$ cat src/rtl/ssd1306_spi_rx.sv
// ssd1306_spi_rx
//   Receive side of the SSD1306 4-wire write-only SPI link. Samples the OLED
//   pins, reassembles bytes, decodes the command set into display state and
//   turns data bytes into GDDRAM writes with SSD1306 address auto-increment.
//
//   Optional feature macro: SSD1306_RX_CS_EN adds oled_cs_n framing.
//
// Ports
//   clk_50M, rst_n          system clock, async active-low reset
//   oled_sclk/sdin/dc/res   SPI pins (mode 0, MSB first), dc=1 data, res low = clear
//   oled_cs_n               chip select, only with SSD1306_RX_CS_EN
//   ram_we/addr/wdata       one-cycle GDDRAM write, addr = page*COLS + col
//   cmd_valid/cmd_byte      completed command pulse / its opcode (held)
//   disp_on, contrast, invert, mem_mode   decoded display state
//   err_pulse               unknown opcode or aborted parameter sequence
module ssd1306_spi_rx #(
  parameter int COLS       = 128,
  parameter int PAGES      = 8,
  parameter int RAM_ADDR_W = 10
) (
  input  logic                  clk_50M,
  input  logic                  rst_n,
  input  logic                  oled_sclk,
  input  logic                  oled_sdin,
  input  logic                  oled_dc,
  input  logic                  oled_res,
`ifdef SSD1306_RX_CS_EN
  input  logic                  oled_cs_n,
`endif
  output logic                  ram_we,
  output logic [RAM_ADDR_W-1:0] ram_addr,
  output logic [7:0]            ram_wdata,
  output logic                  cmd_valid,
  output logic [7:0]            cmd_byte,
  output logic                  disp_on,
  output logic [7:0]            contrast,
  output logic                  invert,
  output logic [1:0]            mem_mode,
  output logic                  err_pulse
);
  localparam int CW = $clog2(COLS);
  localparam int PW = $clog2(PAGES);

  // ---------------- input conditioning ----------------
  logic [1:0] sclk_q, sdin_q, dc_q, res_q, cs_q;
  logic       sclk_d, cs_d;
  logic       rise, cs_rise;

`ifdef SSD1306_RX_CS_EN
  logic cs_pin;
  assign cs_pin = oled_cs_n;
`else
  logic cs_pin;
  assign cs_pin = 1'b0;
`endif

  always_ff @(posedge clk_50M or negedge rst_n) begin
    if (!rst_n) begin
      sclk_q <= '0;
      sdin_q <= '0;
      dc_q   <= '0;
      res_q  <= '0;   // hold the decoder clear until res is seen high
      cs_q   <= '1;
      sclk_d <= 1'b0;
      cs_d   <= 1'b1;
    end else begin
      sclk_q <= {sclk_q[0], oled_sclk};
      sdin_q <= {sdin_q[0], oled_sdin};
      dc_q   <= {dc_q[0],   oled_dc};
      res_q  <= {res_q[0],  oled_res};
      cs_q   <= {cs_q[0],   cs_pin};
      sclk_d <= sclk_q[1];
      cs_d   <= cs_q[1];
    end
  end

  // Edges while deselected are ignored; without the feature cs_q stays low.
  assign rise    = sclk_q[1] & ~sclk_d & ~cs_q[1];
  assign cs_rise = cs_q[1] & ~cs_d;

  // ---------------- bit capture ----------------
  logic [7:0] sh;
  logic [2:0] bit_cnt;
  logic       byte_vld, byte_dc;

  always_ff @(posedge clk_50M or negedge rst_n) begin
    if (!rst_n) begin
      sh       <= '0;
      bit_cnt  <= '0;
      byte_vld <= 1'b0;
      byte_dc  <= 1'b0;
    end else if (!res_q[1]) begin
      bit_cnt  <= '0;
      byte_vld <= 1'b0;
    end else begin
      byte_vld <= 1'b0;
      if (cs_rise) begin
        bit_cnt <= '0;   // partial byte dropped silently
      end else if (rise) begin
        sh      <= {sh[6:0], sdin_q[1]};
        bit_cnt <= bit_cnt + 3'd1;
        if (bit_cnt == 3'd7) begin
          byte_vld <= 1'b1;
          byte_dc  <= dc_q[1];
        end
      end
    end
  end

  // ---------------- decoder ----------------
  typedef enum logic {IDLE, PARAM} st_t;

  typedef struct packed {
    st_t                   state;
    logic [1:0]            n;
    logic [7:0]            op;
    logic [7:0]            p0;
    logic [CW-1:0]         col, col_s, col_e;
    logic [PW-1:0]         page, page_s, page_e;
    logic [1:0]            mem_mode;
    logic [7:0]            contrast;
    logic                  disp_on, invert;
    logic                  cmd_valid;
    logic [7:0]            cmd_byte;
    logic                  err;
    logic                  we;
    logic [RAM_ADDR_W-1:0] addr;
    logic [7:0]            wdata;
  } regs_t;

  localparam regs_t RST = '{state: IDLE, n: 2'd0, op: 8'h00, p0: 8'h00,
                            col: '0, col_s: '0, col_e: CW'(COLS-1),
                            page: '0, page_s: '0, page_e: PW'(PAGES-1),
                            mem_mode: 2'b10, contrast: 8'h7F,
                            disp_on: 1'b0, invert: 1'b0, cmd_valid: 1'b0,
                            cmd_byte: 8'h00, err: 1'b0, we: 1'b0,
                            addr: '0, wdata: 8'h00};

  regs_t r, nx;

  always_ff @(posedge clk_50M or negedge rst_n) begin
    if (!rst_n) r <= RST;
    else        r <= nx;
  end

  always_comb begin
    nx           = r;
    nx.cmd_valid = 1'b0;
    nx.err       = 1'b0;
    nx.we        = 1'b0;
    if (!res_q[1]) begin
      nx = RST;
    end else if (byte_vld) begin
      if (byte_dc) begin
        if (r.state == PARAM) begin   // data cuts a parameter sequence short
          nx.err   = 1'b1;
          nx.state = IDLE;
          nx.n     = 2'd0;
        end
        nx.we    = 1'b1;
        nx.addr  = RAM_ADDR_W'(r.page) * RAM_ADDR_W'(COLS) + RAM_ADDR_W'(r.col);
        nx.wdata = sh;
        unique case (r.mem_mode)
          2'b00: begin
            if (r.col == r.col_e) begin
              nx.col  = r.col_s;
              nx.page = (r.page == r.page_e) ? r.page_s : r.page + PW'(1);
            end else nx.col = r.col + CW'(1);
          end
          2'b01: begin
            if (r.page == r.page_e) begin
              nx.page = r.page_s;
              nx.col  = (r.col == r.col_e) ? r.col_s : r.col + CW'(1);
            end else nx.page = r.page + PW'(1);
          end
          default: nx.col = (r.col == CW'(COLS-1)) ? '0 : r.col + CW'(1);
        endcase
      end else if (r.state == PARAM) begin
        nx.n = r.n - 2'd1;
        if (r.n == 2'd2) nx.p0 = sh;
        if (r.n == 2'd1) begin
          nx.state     = IDLE;
          nx.cmd_valid = 1'b1;
          nx.cmd_byte  = r.op;
          case (r.op)
            8'h81: nx.contrast = sh;
            8'h20: nx.mem_mode = sh[1:0];
            8'h21: begin
              nx.col_s = r.p0[CW-1:0];
              nx.col_e = sh[CW-1:0];
              nx.col   = r.p0[CW-1:0];
            end
            8'h22: begin
              nx.page_s = r.p0[PW-1:0];
              nx.page_e = sh[PW-1:0];
              nx.page   = r.p0[PW-1:0];
            end
            default: ;
          endcase
        end
      end else begin
        nx.op = sh;
        casez (sh)
          8'h81, 8'h20, 8'hA8, 8'hD3, 8'hD5, 8'hD9, 8'hDA, 8'hDB, 8'h8D: begin
            nx.state = PARAM;
            nx.n     = 2'd1;
          end
          8'h21, 8'h22: begin
            nx.state = PARAM;
            nx.n     = 2'd2;
          end
          8'hAE, 8'hAF, 8'hA6, 8'hA7, 8'hA4, 8'hA5, 8'hA0, 8'hA1,
          8'hC0, 8'hC8, 8'b01??????, 8'b0000????, 8'b00010???, 8'b10110???: begin
            nx.cmd_valid = 1'b1;
            nx.cmd_byte  = sh;
            if (sh == 8'hAE || sh == 8'hAF) nx.disp_on = sh[0];
            if (sh == 8'hA6 || sh == 8'hA7) nx.invert  = sh[0];
            if (sh[7:4] == 4'h0) nx.col[3:0] = sh[3:0];
            if (sh[7:3] == 5'b00010) nx.col[CW-1:4] = sh[CW-5:0];
            if (sh[7:3] == 5'b10110) nx.page = sh[PW-1:0];
          end
          default: nx.err = 1'b1;
        endcase
      end
    end
  end

  assign ram_we    = r.we;
  assign ram_addr  = r.addr;
  assign ram_wdata = r.wdata;
  assign cmd_valid = r.cmd_valid;
  assign cmd_byte  = r.cmd_byte;
  assign disp_on   = r.disp_on;
  assign contrast  = r.contrast;
  assign invert    = r.invert;
  assign mem_mode  = r.mem_mode;
  assign err_pulse = r.err;

endmodule

$ cat config.mk
export PLATFORM = sky130hd
export DESIGN_NAME = ssd1306_spi_rx
export DESIGN_NICKNAME = d
export VERILOG_FILES = /design/src/rtl/ssd1306_spi_rx.sv
export SDC_FILE = /design/constraint.sdc
export NUM_CORES = 1
export LEC_CHECK = 0
export ABC_CLOCK_PERIOD_IN_PS = 4600
export CAP_MARGIN = 10
export CORE_MARGIN = 2
export CORE_UTILIZATION = 55
export DETAILED_ROUTE_END_ITERATION = 6
export PLACE_DENSITY_LB_ADDON = 0.12
export SYNTH_ARGS = -nofsm -noshare
export SYNTH_HDL_FRONTEND = slang
export SYNTH_SLANG_ARGS = --single-unit
$ cat constraint.sdc
create_clock -name clk_50M -period 4.6 [get_ports clk_50M]
set_clock_uncertainty 0.15 [all_clocks]
set_input_delay 0.92 -clock clk_50M [delete_from_list [all_inputs] [get_ports clk_50M]]
set_output_delay 0.92 -clock clk_50M [all_outputs]
set_load 0.1 [all_outputs]
* Word-level counts from Yosys, hierarchy flattened
Index checks and enable logic that the tools add are counted.
** Word-level totals
- Bits in latches :: 0
- RAM bits :: 0
- Output and inout port bits :: 41
- Input port bits :: 6
- Bits in read-only memories :: 0
- Memories kept :: 0
- Register bits :: 114
- Word-level logic and storage cells :: 186
** Cells by class
- Multipliers :: 0
- Divide/modulo/power cells :: 0
- $add $sub $neg :: 5
- Equality and inequality tests :: 64
- Shift-type cells :: 0
- Bitwise logic cells :: 7
- Order comparisons :: 0
- Reductions and logical operators :: 24
- Mux-type cells :: 54
** Operator list (number)
- $mux 90 :: 2
- $eq 8x8->1 const B :: 19
- $eq 8x6->1 const B :: 6
- $mux 7 :: 6
- $mux 40 :: 1
- $mux 3 :: 12
- $mux 16 :: 2
- $mux 8 :: 4
- $reduce_and 5->1 :: 6
- $mux 14 :: 2
- $mux 27 :: 1
- $mux 9 :: 3
- $reduce_or 25->1 :: 1
- $ne 2x1->1 const B :: 12
- $mux 21 :: 1
- $ne 4x1->1 const B :: 5
- $mux 19 :: 1
- $pmux 7 s2 :: 1
- $reduce_or 14->1 :: 1
- $ne 4x3->1 const B :: 3
- $pmux 3 s2 :: 2
- $reduce_and 4->1 :: 3
- $reduce_and 6->1 :: 2
- $mux 1 :: 11
- 30 further kinds :: 47

* Logic depth before layout (Yosys ltp)
Gate-level depths: netlist (run 1).
- Depth in word-level cells :: 8
- Depth in mapped cells :: 9

* Worst setup path before layout (run 1)
Ideal clock, no wire load.
- Path kind :: flip-flop to flip-flop
- Start point :: register r[67] (netlist name)
- End point :: register r[48] (netlist name)
- Library setup time :: 128 ps
- Clock period less this slack :: 2052 ps
- Path slack :: 2548 ps
- Buffers on the path :: 1
- Data arrival time :: 1774 ps
- Stages on the path, launching flop included :: 7
- Cell sequence :: dfrtp_1 -> clkbuf_1 -> xor2_1 -> nor4_1 -> nand2_2 -> a41oi_2 -> mux2_1
** On the way
- Longest elaborated chain between the ends :: 3
** RTL lines
- start, declared :: RTL line 139 : regs_t r, nx;
- start signal, assigned :: RTL line 143 : else r <= nx;
- $eq 7x7->1 :: RTL line 165 : if (r.col == r.col_e) begin
- $ne 4x4->1 (no source line)
- $reduce_and 7->1 (no source line)
No other way between the ends.
A chain may end at the register's enable or synchronous reset.

* Worst setup path after layout (run 1)
- Start point :: register r (netlist bit mem_mode[1])
- End point :: output port mem_mode[1]
** RTL lines
- end, declared :: RTL line 38 : output logic [1:0] mem_mode,
No word-level cell between the ends.

==> results of run 1 <==
[per-stage QoR]
step | instances | cell area, sq um
global placement | 717 | 6080
global route | 749 | 6700
finish | 749 | 6700
floorplan | 600 | 5830
detailed placement | 717 | 6080
CTS | 749 | 6700
[path summary, 6_finish.rpt]
path,startpoint,to,slack (ns),cells past startpoint
worst min register to register,res_q[0]$_DFF_PN0_,res_q[1]$_DFF_PN0_,0.20,0
worst max register to register,byte_vld$_DFF_PN0_,cmd_byte[1]$_DFFE_PN0P_,1.81,6
worst min-delay path,res_q[0]$_DFF_PN0_,res_q[1]$_DFF_PN0_,0.20,0
max in group asynchronous,rst_n,r[55]$_DFFE_PN1P_,3.07,2
worst max-delay path,mem_mode[1]$_DFFE_PN1P_,mem_mode[1],1.31,1
min in group asynchronous,rst_n,cmd_valid$_DFF_PN0_,0.31,1
[registers in the layout, indices dropped and copies added, names as in the netlist, 2 cells and up]
signal / flops
cmd_byte: 8
res_q: 2
sclk_q: 2
ram_addr: 10
r: 48
ram_wdata: 8
dc_q: 2
sdin_q: 2
cs_q: 2
sh: 8
bit_cnt: 3
mem_mode: 2
contrast: 8
[metal layers]
| layer | part of all wire, % | track usage [%] | vias up |
|---|---|---|---|
| met3 | 6.9 | 6.32 | 42 |
| met2 | 46 | 42.4 | 190 |
| met5 | 0 | 0 | - |
| li1 | - | - | 2051 |
| met1 | 44 | 36.3 | 2182 |
| met4 | 3.5 | 12.6 | 0 |
[kinds of logic (layout without fill, tap and decap cells)]
logic type	after synthesis	after routing	synth area share, %
compound gates	132	132	15.8
xor+xnor	17	17	2.55
fa+ha+maj	6	6	1.29
buf+inv	88	101	8.37
flops	114	114	49.4
mux	28	28	5.24
other cells	1	1	0.0643
simple gates	214	214	17.3
[cell usage in the layout, fill, tap and decap left out, drive strengths merged, types with 3 or more instances in the layout]
cell / count
a31o: 4
mux2i: 8
dfrtp: 93
o31ai: 3
xor2: 10
inv: 15
ha: 6
a32o: 3
buf: 8
dfstp: 21
nor2: 22
mux2: 20
nor4: 5
a21oi: 37
and3: 4
and2: 5
o21ai: 38
o211ai: 12
clkinv: 5
xnor2: 7
bufinv: 4
clkdlybuf4s50: 45
nor3: 8
a31oi: 3
clkbuf: 22
nand2: 120
nor2b: 9
o41ai: 3
nor3b: 3
a21o: 4
a211oi: 4
nand3: 25
a22o: 6
[worst reg2reg max path, stage by stage, from the launching register on]
cell     delay [ns]
dfrtp_1        0.58
buf_4          0.31
nand2_1        0.26
nor2_1         0.73
o21ai_0        0.27
a21o_1         0.27
o21ai_1        0.14
[power groups by stage]
stage | clock (mW) | sequential [mW] | combinational [mW]
floorplan | 0 | 1.05 | 0.154
global placement | 0 | 1.11 | 0.168
detailed placement | 0 | 1.11 | 0.172
CTS | 1.39 | 1.09 | 0.172
global route | 1.44 | 1.10 | 0.191
finish | 1.37 | 1.10 | 0.173
[layout make-up]
type	count	area (sq um)	share of cell area, %
repair buffers	53	510	7.62
clock inverters	10	155	2.32
multi-input cells	398	2460	36.8
inverters	16	60.1	0.896
clock buffers	22	463	6.91
well taps	136	170	2.54
flip-flops and latches	114	2880	43.0
==> impl_metrics.ini, run 1 <==
[sta]
fmax_mhz = 304
fin_ws_ns = 1.31
tightest_slew_ns = 0.979
finalSetupTns_ns = 0
rsz0062_at_grt = no
setup_viol = 0
max-slew-margin-rel_pct = 34.5
period_share_pct = 71.6
whs_ns = 0.196
hold_viol_final = 0
post-route-min-period_ns = 3.29
slew_viol_final = 0

[logic_synthesis]
synth_fp_nets = 612
async_flop_share_pct = 100
synthTopCellsByArea = dfrtp_1 40%, dfstp_2 9.5%, nand2_1 7.7%, buf_4 4.6%, mux2_2 3.5%
syn_inst = 600
synth-seq-cells = 114
syn-cell-area_sq_um = 5830
syn-mean-instance-area_sq_um = 9.72
ys_warn_count = 0
synth_edf_count = 0
synth_top_area_share_pct = 39.9
synthFlopType = dfrtp_1
synth.largest_area_cell = dfrtp_1
synthTopCellsByCount = 119 x nand2_1, 93 x dfrtp_1, 37 x a21oi_1
yosysMostFrequentCell = nand2_1
ys_seq_area_share_pct = 49.4
synth.distinct_cells = 73

[worst_setup_path]
end_kind = output port
crit_chain = clkdlybuf4s50_1
cp_slowest_cell = clkdlybuf4s50_1
crit_family = buffers and inverters
critPathLaunchType = flop
cpPeakStageDelay_ns = 1.14
worst-path-buf-inv = 1
crit_type = flop to output port
cp_data_arrival_time_ns = 2.22
cp_max_fo = 5
cp_data_required_time_ns = 3.53

[detailed_routing]
vias = 4465
viasPerCell = 5.96
first_pass_iters = 5
postRouteWirelength_mm = 14.3
wl_per_cell_um = 19.1
remaining_drc_errors = 0
drt-initial-drc-count = 459
ant_nets = 0

[clock_network]
cts_tree = done
insertion_delay_ns = 0.52
numCtsBuffers = 17
post_cts_buffers = 0
ctsHoldBuffers = 0
clk_pin_slew_ns = 0.06
cts_root_buf = clkbuf_8
cts_resized = 0
cts_max_path_buffers = 2
clock-sinks = 114
htree_levels = 4

[min_path]
hold_path_class = flop to flop

[die]
fp-row-count = 37
io_pins = 47
die_area_sq_um = 11400
die_x_um = 107
fp.dieH_um = 107
initial_utilization_pct = 56.5
core_area_sq_um = 10300

[finish]
layout-drive-gt1-share_pct = 16.0
diodes = 0
final_util_pct = 64.9
final_net_count = 612
fillers = 844
synthToLayoutAreaGrowth_pct = 14.9

[global_route]
overflow = 0
track_usage_pct = 27.2
antenna_found_initial = 0
grt_pass1_wl_mm = 23.7
grt_max_degree = 57
grt_pass1_vias = 4534

[power]
clkPwrFrac_pct = 52.0
switchingPower_mw = 0.639
vdd_drop_max_mv = 0.248
switching_share_pct = 24.2
p_comb_share_pct = 6.5
power_frac_seq_pct = 41.5
cellInternalPower_mw = 2.00
power.density_nw_per_um2 = 395
power_leakage_nw = 2.89
p_total_mw = 2.64

[placement]
dp_hpwl_mm = 9.18
gp_congestion = 0.875
place_ws_ns = 1.84
io_buffer_count = 46

[job]
cap_violations = 0

[outcome]
status = completed
No activity file was read; power rests on OpenSTA's default activity.
==> run 2: changes to the inputs <==
ABC_CLOCK_PERIOD_IN_PS = 3400   (was 4600)
clock period = 3.4 ns   (was 4.6 ns; I/O delays follow)
==> run 2 against run 1 <==
Clock power rose by 31%. Setup slack got worse by 0.48 ns. Cell count is 0.67% higher. Die area is the same. Critical endpoint is now r[44]$_DFFE_PN0P_. Worst hold slack barely moved. Largest cell class unchanged. Sequential power rose by 34%. Register-to-register slack lost 0.99 ns.
==> impl_metrics.ini, run 2 (same netlist as run 1, synthesis figures left out) <==
[outcome]
status = completed

[worst_setup_path]
crit_path_end = r[44]$_DFFE_PN0P_
cpMostUsedCell = nand2_1
end_kind = flop
cp_max_fo = 19
r2r-end = r[44]$_DFFE_PN0P_
worstRegToRegCells = 5
worstSetupStartpoint = r[89]$_DFFE_PN0N_
cp_data_required_time_ns = 3.66
critPathLaunchType = flop
cp_data_arrival_time_ns = 2.84
cpPeakStageDelay_ns = 0.80
crit_chain = buf_4 -> nand2_1 -> nor4_1 -> nand2_1 -> a31o_2
cp_slowest_cell = dfrtp_1
crit_type = flop to flop
worstReg2RegStart = r[89]$_DFFE_PN0N_
regToRegSetupSlack_ns = 0.82

[sta]
max-slew-margin-rel_pct = 40.2
finalSetupTns_ns = 0
setup_viol = 0
slew_viol_final = 0
tightest_slew_ns = 0.891
period_share_pct = 75.8
fmax_mhz = 388
post-route-min-period_ns = 2.58
hold_viol_final = 0
rsz0062_at_grt = no

[clock_network]
clk_pin_slew_ns = 0.06
insertion_delay_ns = 0.52
cts_root_buf = clkbuf_8
cts_tree = done
numCtsBuffers = 17
post_cts_buffers = 0
cts_max_path_buffers = 2
htree_levels = 4
clock-sinks = 114

[global_route]
globalRouteMet3Util_pct = 7.54
track_usage_pct = 26.9
grt.busiest_layer = met1
grt_pass1_vias = 4207
grt_pass1_wl_mm = 23.3
grt_util_met2_pct = 37.7
overflow = 0
grtUsageMet1_pct = 40.5
grt_max_degree = 40
antenna_found_initial = 0

[finish]
largest_register_ffs = 48
layout-drive-gt1-share_pct = 23.3
final_net_count = 617
diodes = 0
layout_commonest_cell = nand2_1
synthToLayoutAreaGrowth_pct = 13.6
most-common-layout-cells = 119 x nand2_1, 93 x dfrtp_1, 53 x buf_4
stdcell_count = 754
regMostFlops = r

[detailed_routing]
remaining_drc_errors = 0
ant_nets = 0
first_pass_iters = 5
viasPerCell = 6.01
wl_per_cell_um = 19.0
postRouteWirelength_mm = 14.4
vias = 4531
drt-initial-drc-count = 544

[die]
initial_utilization_pct = 56.5
die_x_um = 107
core_area_sq_um = 10300
io_pins = 47
die_area_sq_um = 11400
fp.dieH_um = 107
fp-row-count = 37

[job]
cap_violations = 0

[power]
vdd_drop_max_mv = 0.318
power_leakage_nw = 2.98
power.density_nw_per_um2 = 528

[placement]
io_buffer_count = 46
dp_hpwl_mm = 9.84
post-place-cells = 721
gp_congestion = 0.952

[min_path]
hold_path_class = flop to flop
hold_path.startpoint = dc_q[0]$_DFF_PN0_
==> run 2: area by class of cell <==
cell class	instances	area, sq um
Fill cell	852	3700
Sequential cell	114	2880
Multi-Input combinational cell	398	2460
Clock buffer	22	473
Timing Repair Buffer	58	448
Tap cell	136	170
Clock inverter	10	130
Inverter	16	60.1
==> run 2: what timing repair did <==
item                                   CTS  global route
endpoints found under the hold margin   36             0
resized for setup                        0             0
hold buffers                             1             0
==> run 2: metrics by stage <==
stage / hold WS, ns / cell area [sq um] / utilization [%] / power (mW) / setup WS, ns
final: 0.196 / 6620 / 64.1 / 3.50 / 0.824
after floorplan: 0.181 / 5830 / - / 1.63 / 1.35
after detailed placement: 0.186 / 6010 / 58.2 / 1.72 / 0.957
after global placement: 0.182 / 6010 / 58.2 / 1.72 / 0.988
after global routing: 0.208 / 6620 / 64.1 / 3.63 / 0.676
after CTS: 0.199 / 6620 / 64.1 / 3.52 / 0.944
==> run 2: worst max-delay path, delay by kind of cell (launching register included) <==
family | cells | cell delay, ns
buffers and inverters | 1 | 0.31
DFF | 1 | 0.80
and+or+nand+nor | 3 | 0.85
AOI/OAI and AO/OA | 1 | 0.34
==> run 2: how the worst min path moves through the flow <==
stage / to / slack (ns) / cells after the start
6_report: dc_q[1]$_DFF_PN0_ / 0.20 / 0
2_1_floorplan: dc_q[1]$_DFF_PN0_ / 0.18 / 0
3_5_place_dp: dc_q[1]$_DFF_PN0_ / 0.19 / 0
4_1_cts: dc_q[1]$_DFF_PN0_ / 0.20 / 0
3_3_place_gp: sdin_q[1]$_DFF_PN0_ / 0.18 / 0
5_1_grt: sdin_q[1]$_DFF_PN0_ / 0.21 / 0
==> run 2: power by group <==
group	switching [mW]	internal [mW]	total, mW	leakage, nW
sequential	0.0876	1.38	1.47	1.49
clock	0.603	1.19	1.79	0.297
combinational	0.152	0.0865	0.238	1.19
total	0.842	2.66	3.50	2.98
==> run 2: metal layers <==
| layer | routed length, um | up-vias |
|---|---|---|
| met5 | 0 | - |
| met4 | 274 | 0 |
| met2 | 6390 | 245 |
| met1 | 6380 | 2172 |
| li1 | - | 2075 |
| met3 | 1300 | 39 |
